## config.mk

```make
export PLATFORM = sky130hd
export DESIGN_NAME = mov_avg_filter_v2
export DESIGN_NICKNAME = d
export VERILOG_FILES = /design/src/rtl/mov_avg_pkg.sv /design/src/rtl/mov_avg_filter_v2_sample_ring.sv /design/src/rtl/mov_avg_filter_v2.sv
export SDC_FILE = /design/constraint.sdc
export NUM_CORES = 1
export LEC_CHECK = 0
export ABC_AREA = 1
export CAP_MARGIN = 20
export CORE_MARGIN = 4
export CORE_UTILIZATION = 55
export DETAILED_ROUTE_END_ITERATION = 12
export PLACE_DENSITY = 0.83
export SYNTH_ARGS = -nofsm -noshare
export SYNTH_HDL_FRONTEND = slang
export SYNTH_SLANG_ARGS = --single-unit
```

## constraint.sdc

```tcl
create_clock -name clk -period 3.8 [get_ports clk]
set_clock_uncertainty 0.15 [all_clocks]
set_input_delay 0.95 -clock clk [delete_from_list [all_inputs] [get_ports clk]]
set_output_delay 0.95 -clock clk [all_outputs]
set_load 0.01 [all_outputs]
```

## src/rtl/mov_avg_pkg.sv

```systemverilog
// Shared definitions for the moving-average filter: window state encoding and default sizes.
// Latency: n/a (types and constants only).
// Backpressure: n/a.
package mov_avg_pkg;

  // Window state: FILL while fewer than N samples are held, RUN once the window is full.
  typedef enum logic {
    ST_FILL = 1'b0,
    ST_RUN  = 1'b1
  } state_e;

  localparam int DEF_DATA_W = 8;
  localparam int DEF_LOG2_N = 6;

endpackage

```

## src/rtl/mov_avg_filter_v2_sample_ring.sv

```systemverilog
// Sample ring: N x DATA_W storage holding the most recent window of samples.
// Latency: write lands on the next clk edge; the read is combinational from rd_addr.
// Backpressure: none; accepts a write on every cycle wr_en is high.
module sample_ring #(
  parameter int DATA_W = 8,
  parameter int ADDR_W = 6
) (
  input  logic              clk,
  input  logic              wr_en,
  input  logic [ADDR_W-1:0] wr_addr,
  input  logic [DATA_W-1:0] wr_dat,
  input  logic [ADDR_W-1:0] rd_addr,
  output logic [DATA_W-1:0] rd_dat
);

  localparam int DEPTH = 1 << ADDR_W;

  // Contents are never reset; FILL masking in the filter hides stale entries.
  logic [DATA_W-1:0] mem_q [DEPTH];

  // Single synchronous write port.
  always_ff @(posedge clk) begin
    if (wr_en) begin
      mem_q[wr_addr] <= wr_dat;
    end
  end

  assign rd_dat = mem_q[rd_addr];

endmodule

```

## src/rtl/mov_avg_filter_v2.sv

```systemverilog
// Moving average over the last 2**LOG2_N samples using a running sum and a sample ring.
// Latency: one cycle from in_valid to out_valid; out_data holds between results.
// Backpressure: none; a sample may be accepted every cycle, clear discards a concurrent sample.
module mov_avg_filter_v2
  import mov_avg_pkg::*;
#(
  parameter int DATA_W = DEF_DATA_W,
  parameter int LOG2_N = DEF_LOG2_N,
  parameter int ROUND  = 0
) (
  input  logic                     clk,
  input  logic                     rst_n,
  input  logic                     clear,
  input  logic                     in_valid,
  input  logic signed [DATA_W-1:0] in_data,
  output logic                     out_valid,
  output logic signed [DATA_W-1:0] out_data,
  output logic                     primed
);

  localparam int N     = 1 << LOG2_N;
  localparam int SUM_W = DATA_W + LOG2_N;

  // Rounding bias is half an LSB of the shifted result; the sum width always has room for it.
  localparam logic signed [SUM_W-1:0] HALF      = SUM_W'(ROUND != 0 ? N / 2 : 0);
  localparam logic        [LOG2_N:0]  FILL_FULL = (LOG2_N + 1)'(N);

  state_e                     state_q, state_d;
  logic signed [SUM_W-1:0]    sum_q, sum_d;
  logic        [LOG2_N-1:0]   wr_ptr_q, wr_ptr_d;
  logic        [LOG2_N:0]     fill_q, fill_d;
  logic                       out_valid_q, out_valid_d;
  logic signed [DATA_W-1:0]   out_data_q, out_data_d;

  logic                       ring_wr_en;
  logic        [DATA_W-1:0]   ring_rd_dat;
  logic signed [DATA_W-1:0]   oldest;
  logic signed [SUM_W-1:0]    in_ext;
  logic signed [SUM_W-1:0]    old_ext;
  logic signed [SUM_W-1:0]    sum_next;
  logic signed [SUM_W-1:0]    acc;
  logic                       unused_frac;

  sample_ring #(
    .DATA_W (DATA_W),
    .ADDR_W (LOG2_N)
  ) u_ring (
    .clk     (clk),
    .wr_en   (ring_wr_en),
    .wr_addr (wr_ptr_q),
    .wr_dat  (in_data),
    .rd_addr (wr_ptr_q),
    .rd_dat  (ring_rd_dat)
  );

  // Datapath: the slot about to be overwritten leaves the sum, but only once the window is full.
  always_comb begin
    oldest = '0;
    if (state_q == ST_RUN) begin
      oldest = ring_rd_dat;
    end
    in_ext   = {{LOG2_N{in_data[DATA_W-1]}}, in_data};
    old_ext  = {{LOG2_N{oldest[DATA_W-1]}}, oldest};
    sum_next = sum_q + in_ext - old_ext;
    acc      = sum_next + HALF;
  end

  // Dropping the low LOG2_N bits of the two's-complement sum is the arithmetic shift (floor).
  assign unused_frac = ^acc[LOG2_N-1:0];

  // Next-state: clear wins over a concurrent sample; idle cycles hold everything but out_valid.
  always_comb begin
    sum_d       = sum_q;
    wr_ptr_d    = wr_ptr_q;
    fill_d      = fill_q;
    state_d     = state_q;
    out_valid_d = 1'b0;
    out_data_d  = out_data_q;
    ring_wr_en  = 1'b0;
    if (clear) begin
      sum_d    = '0;
      wr_ptr_d = '0;
      fill_d   = '0;
      state_d  = ST_FILL;
    end else if (in_valid) begin
      ring_wr_en  = 1'b1;
      sum_d       = sum_next;
      wr_ptr_d    = wr_ptr_q + LOG2_N'(1);
      out_valid_d = 1'b1;
      out_data_d  = acc[SUM_W-1:LOG2_N];
      if (state_q == ST_FILL) begin
        fill_d = fill_q + (LOG2_N + 1)'(1);
        if (fill_d == FILL_FULL) begin
          state_d = ST_RUN;
        end
      end
    end
  end

  // State registers with synchronous active-low reset; ring storage is deliberately not reset.
  always_ff @(posedge clk) begin
    if (!rst_n) begin
      state_q     <= ST_FILL;
      sum_q       <= '0;
      wr_ptr_q    <= '0;
      fill_q      <= '0;
      out_valid_q <= 1'b0;
      out_data_q  <= '0;
    end else begin
      state_q     <= state_d;
      sum_q       <= sum_d;
      wr_ptr_q    <= wr_ptr_d;
      fill_q      <= fill_d;
      out_valid_q <= out_valid_d;
      out_data_q  <= out_data_d;
    end
  end

  assign out_valid = out_valid_q;
  assign out_data  = out_data_q;
  assign primed    = (state_q == ST_RUN);

endmodule

```

==> flow_metrics.tcl, run 1 <==
set metrics [dict create \
    cts_sinks 555 \
    clk_pin_slew_worst_paths_ns 0.06 \
    avgSynthCellArea_um2 10.9 \
    die_w_um 216 \
    reg2reg_slack_ns -0.08 \
    die_area_mm2 0.0467 \
    antenna_found_initial 0 \
    grtUsageTotal_pct 25.1 \
    wl_per_cell_um 22.3 \
    max-clock-path-buffers 3 \
    max_freq_mhz 258 \
    finalWirelength_um 64700 \
    setup_viol 10 \
    drive_gt1_share_pct 16.7 \
    arrival_ns 4.22 \
    syn_nets 2215 \
    timing.final.max_slew_violations 0 \
    rsz0062_at_grt "yes" \
    cts_tree "yes" \
    critPathCaptureType "flip-flop" \
    grt_max_degree 66 \
    clkLatencyLatePin_ns 0.61 \
    root_buffer "clkbuf_16" \
    gp_congestion 0.954 \
    postSynthCellCount 2173 \
    worstPathMaxFanout 7 \
    synth_area_mm2 0.0238 \
    ir_drop_mv 0.359 \
    ys_types 31 \
    fin_area_mm2 0.0282 \
    place_area_mm2 0.0251 \
    nFillCells 2765 \
    fp-row-count 75 \
    ios 22 \
    required_ns 4.14 \
    startpoint_type "flip-flop" \
    viasPerCell 6.10 \
    finalWorstSetupSlack_ns -0.0799 \
    worst_pin_slew_ns 0.861 \
    via_count 17700 \
    syn2layout_area_growth_pct 18.5 \
    yosys.area.top_type_share_pct 64.6 \
    netlist_top_cells_area "edfxtp_1, nand2_1, nand3_1" \
    drtIter0Drc 2625 \
    p_per_area_mw_per_mm2 459 \
    yosysSeqAreaShare_pct 68.2 \
    dpl.hpwl_um 36100 \
    cts_htree_levels 2 \
    utilization_pct 66.6 \
    finalCriticalPeriod_ns 3.88 \
    crit_path_end "out_data[6]" \
    fin_crit_sh_pct 102 \
    hold_viol 0 \
    first_pass_iters 6 \
    yosys_register_bits 555 \
    yosys.area.top_type "edfxtp_1" \
    max-cap-violations 0 \
    status "finished, violations left" \
    core-area_mm2 0.0423 \
    grt_pass1_wl_um 92100 \
    antenna_cells 0 \
    ant_nets 0 \
    nNetsFinal 2328 \
    die_y_um 216 \
    drc 0 \
    reg2regPathDepth 24 \
    slew_headroom_pct 42.6 \
    r2r_end "out_data[6]" \
    hp-class "reg -> reg" \
    p_leak_nw 10.5 \
    gr-total-overflow 0 \
    crit_type "reg -> reg" \
    final_common_cell "nand2_1" \
    portBuffers 21 \
    yosys_warnings 0 \
    grt_pass1_vias 16800 \
    final_cell_mix "nand2_1, edfxtp_1, nand3_1" \
    start_util_pct 56.2 \
    cts_made_buffers 53 \
    violations "setup timing" \
]
logic make-up after synthesis:
family / synth area share, %
flip-flops: 68.2
XOR/XNOR: 0.442
buffers and inverters: 4.86
AND/OR/NAND/NOR: 22.9
AO/OA/AOI/OAI: 1.61
adder cells (fa/ha/maj): 1.99
registers in the layout, indices dropped and copies added (netlist names), named ones only:
| name | count |
|---|---|
| u_ring.mem_q | 512 |
| sum_q | 14 |
| out_data | 8 |
| fill_q | 7 |
| wr_ptr_q | 6 |
| out_valid | 1 |
| primed | 1 |
synthesized netlist by cell type (all sizes together):
cell    number
nand4       11
o21ai       20
edfxtp     512
nand2      694
clkbuf      22
fa          13
buf         99
a21oi       42
xor2         7
nor4         6
inv        105
o21bai       3
a31oi        2
dfxtp       43
nor2        90
a21o         1
nor3         8
xnor2        5
nand3      463
ha          17
or2          2
clkinv       2
nand3b       2
o211ai       4
power by group:
| group | switching (mW) | internal (mW) |
|---|---|---|
| clock network | 2.24 | 2.80 |
| logic | 0.735 | 0.447 |
| registers | 0.0182 | 6.69 |
| total | 2.99 | 9.94 |
how the worst min path moves through the flow:
stage,start,end,slack (ns),cells past startpoint
global placement,sum_q[0],sum_q[0],0.31,2
global route,sum_q[10],sum_q[10],0.38,2
finish,fill_q[0],fill_q[0],0.34,2
CTS,sum_q[0],sum_q[0],0.32,2
detailed placement,sum_q[0],sum_q[0],0.31,2
floorplan,sum_q[0],sum_q[0],0.29,2
critical path, stage by stage (launching register included):
cell       delay (ns)
dfxtp_4          0.41
buf_12           0.16
clkinv_16        0.08
buf_12           0.16
buf_8            0.13
buf_8            0.13
nand2_1          0.07
nand3_1          0.11
nand3_1          0.15
nand2_1          0.09
nand2_1          0.07
nand3_1          0.10
nand3_2          0.08
a21oi_2          0.08
fa_1             0.52
inv_2            0.05
ha_4             0.30
nand2_2          0.08
o21ai_2          0.17
buf_6            0.12
nand4_1          0.16
nand4_1          0.17
nand3_1          0.08
nand2_1          0.08
inv_1            0.04
per-stage QoR:
step | power (mW) | std cells | hold WS [ns] | setup TNS [ns] | setup WS [ns]
2_1_floorplan | 7.37 | 2173 | 0.290 | 0 | 0.354
3_3_place_gp | 7.70 | 2769 | 0.311 | 0 | 0.0449
3_5_place_dp | 7.73 | 2769 | 0.313 | -0.970 | -0.190
4_1_cts | 12.7 | 2870 | 0.321 | -0.0109 | -0.00845
5_1_grt | 13.3 | 2906 | 0.383 | -2.13 | -0.199
6_report | 12.9 | 2906 | 0.343 | -0.401 | -0.0799
metal layers:
layer / part of all wire, % / vias up / global-route usage [%]
li1: - / 7727 / -
met4: 4.9 / 0 / 11.2
met1: 36 / 8406 / 33.5
met2: 48 / 1339 / 40.9
met5: 0 / - / 0
met3: 11 / 253 / 4.50
cell type report:
type | count | area (µm²) | share of cell area, %
well taps | 577 | 722 | 2.56
repair buffers | 178 | 2020 | 7.17
repair inverters | 1 | 16.3 | 0.0577
inverters | 107 | 430 | 1.53
flip-flops and latches | 555 | 16200 | 57.6
clock inverters | 28 | 188 | 0.666
clock buffers | 70 | 1440 | 5.12
multi-input cells | 1390 | 7120 | 25.3
timing repair:
item                                    in CTS  in global routing
resized for setup                           11                193
pin swaps                                    0                 51
endpoints found under the setup margin      14                 18
hold buffers                                 0                  0
gates cloned                                 2                 13
buffers inserted                             1                 23
(Power assumes the default switching activity.)
==> run 2: changes to the inputs <==
Settings changed: CTS_CLUSTER_SIZE set to 10.
==> run 2 against run 1 <==
Net effect:
- the run still ends with setup timing left
- first-iteration DRC count shrank 6.4%
- setup slack gained 0.013 ns
- sequential cell count is the same
- fmax grew 0.34%
- routed wire length shrank 4.1%
- count of clock-buffer cells in the layout grew 30
- clock power grew 3%
- combinational power shrank 10%
- global-route usage grew 0.22 points
- register-to-register slack is essentially flat
- via count shrank 1.7%
- largest cell class unchanged
==> flow_metrics.tcl, run 2 (synthesis results as in run 1) <==
set metrics [dict create \
    ios 22 \
    critPathMaxStageDelay_ns 0.50 \
    hold_buffers 0 \
    first_pass_iters 7 \
    root_buffer "clkbuf_16" \
    use_met3_pct 4.68 \
    rsz0062_at_grt "yes" \
    place_area_mm2 0.0251 \
    critPathCaptureType "flip-flop" \
    clkPwrFrac_pct 40.1 \
    gr-total-overflow 0 \
    startpoint_type "flip-flop" \
    setup_viol 6 \
    largest_reg_flops 512 \
    hold_start "sum_q[0]" \
    p_per_area_mw_per_mm2 471 \
    via_count 17400 \
    required_ns 4.16 \
    switching_share_pct 22.6 \
    fp-row-count 75 \
    status "finished, violations left" \
    wl_per_cell_um 21.4 \
    worst_pin_slew_ns 0.843 \
    fin_area_mm2 0.0276 \
    final_common_cell "nand2_1" \
    p_leak_nw 10.3 \
    hp-class "reg -> reg" \
    arrival_ns 4.22 \
    finalWirelength_um 62000 \
    combPwrFrac_pct 8.2 \
    grtUsageTotal_pct 25.4 \
    antenna_found_initial 0 \
    gp_congestion 0.954 \
    clkLatencyLatePin_ns 0.63 \
    p_int_mw 10.1 \
    cp_slowest_cell "fa_1" \
    syn2layout_area_growth_pct 15.9 \
    max-cap-violations 0 \
    grt_pass1_vias 17100 \
    cts_made_buffers 61 \
    finalWorstSetupSlack_ns -0.0668 \
    cp.depth 25 \
    final_cell_mix "nand2_1, edfxtp_1, nand3_1" \
    top_register "u_ring.mem_q" \
    r2r_end "out_data[6]" \
    cts_sinks 555 \
    timing.final.max_slew_violations 0 \
    finalCriticalPeriod_ns 3.87 \
    use_met1_pct 33.7 \
    viasPerCell 6.02 \
    drive_gt1_share_pct 12.2 \
    drtIter0Drc 2456 \
    clk_pin_slew_worst_paths_ns 0.06 \
    crit_path_end "out_data[6]" \
    dpl.hpwl_um 36100 \
    slew_headroom_pct 43.6 \
    busiest_layer "met2" \
    p_sw_mw 2.93 \
    hold_viol 0 \
    use_met2_pct 41.0 \
    max-clock-path-buffers 3 \
    seq_power_share_pct 51.7 \
    violations "setup timing" \
    cts_tree "yes" \
    crit_buf_inv 9 \
    max_freq_mhz 259 \
    cts_htree_levels 2 \
    portBuffers 21 \
    crit_type "reg -> reg" \
    antenna_cells 0 \
    die_y_um 216 \
    core-area_mm2 0.0423 \
    reg2regPathDepth 25 \
    nNetsFinal 2322 \
    die_w_um 216 \
    start_util_pct 56.2 \
    fin_crit_sh_pct 102 \
    worstPathMaxFanout 9 \
    die_area_mm2 0.0467 \
    grt_max_degree 66 \
    ir_drop_mv 0.384 \
    critical-path-top-delay-family "simple AND/OR/NAND/NOR gates" \
    reg2reg_slack_ns -0.07 \
    grt_pass1_wl_um 93100 \
    drc 0 \
    ant_nets 0 \
    min_path_cells 2 \
    totalPowerFinal_mw 13.0 \
]
==> run 2: final cells by class <==
class                           count  area (µm²)
Fill cell                        2894       14700
Timing Repair Buffer              164        1780
Clock inverter                      2        17.5
Timing Repair inverter              1        8.76
Tap cell                          577         722
Sequential cell                   555       16200
Inverter                          107         420
Multi-Input combinational cell   1390        6690
Clock buffer                      100        1680
==> run 2: worst register-to-register path: stages (launching register included) <==
cell,delay (ns)
dfxtp_4,0.38
buf_12,0.14
inv_16,0.07
buf_16,0.16
buf_4,0.14
buf_4,0.15
nand2_1,0.06
nand3_1,0.09
nand3_1,0.14
nand2_1,0.08
nand2_1,0.07
nand3_1,0.07
nand3_1,0.10
a21oi_2,0.07
fa_1,0.50
inv_2,0.05
ha_4,0.27
buf_4,0.12
nand2_1,0.08
o21ai_2,0.18
buf_6,0.13
nand4_1,0.17
nand4_1,0.18
nand3_1,0.09
nand2_1,0.07
inv_1,0.04
==> run 2: how the worst min path moves through the flow <==
| stage | endpoint |
|---|---|
| 2_1_floorplan | sum_q[0] |
| 3_3_place_gp | sum_q[0] |
| 3_5_place_dp | sum_q[0] |
| 4_1_cts | sum_q[0] |
| 5_1_grt | sum_q[0] |
| 6_report | sum_q[0] |
==> run 2: power groups by stage <==
stage	Clock [mW]	Combinational, mW	Sequential (mW)
after floorplan	0	0.531	6.84
after global placement	0	0.864	6.84
after detailed placement	0	0.895	6.84
after CTS	5.23	0.926	6.71
after global routing	5.50	1.15	6.71
final	5.21	1.06	6.71
==> run 2: routing by layer <==
| layer | up-vias | part of all wire, % |
|---|---|---|
| li1 | 7699 | - |
| met1 | 8289 | 37 |
| met2 | 1206 | 47 |
| met3 | 231 | 11 |
| met4 | 0 | 4.8 |
| met5 | - | 0 |
==> run 2: timing repair <==
| action | in CTS | in global routing |
|---|---|---|
| gates resized for setup | 17 | 70 |
| setup endpoints to repair | 14 | 17 |
| buffers inserted | 1 | 14 |
| pin swaps | 1 | 26 |
| gates cloned | 3 | 7 |
==> run 2: metrics by stage <==
step	setup slack, ns	utilization, %	TNS (ns)	hold slack [ns]	cells
2_1_floorplan	0.354	-	0	0.290	2173
3_3_place_gp	0.0449	59.3	0	0.311	2769
3_5_place_dp	-0.190	59.3	-0.970	0.313	2769
4_1_cts	0.00520	63.7	0	0.320	2875
5_1_grt	-0.217	65.1	-1.89	0.363	2896
6_report	-0.0668	65.1	-0.238	0.316	2896
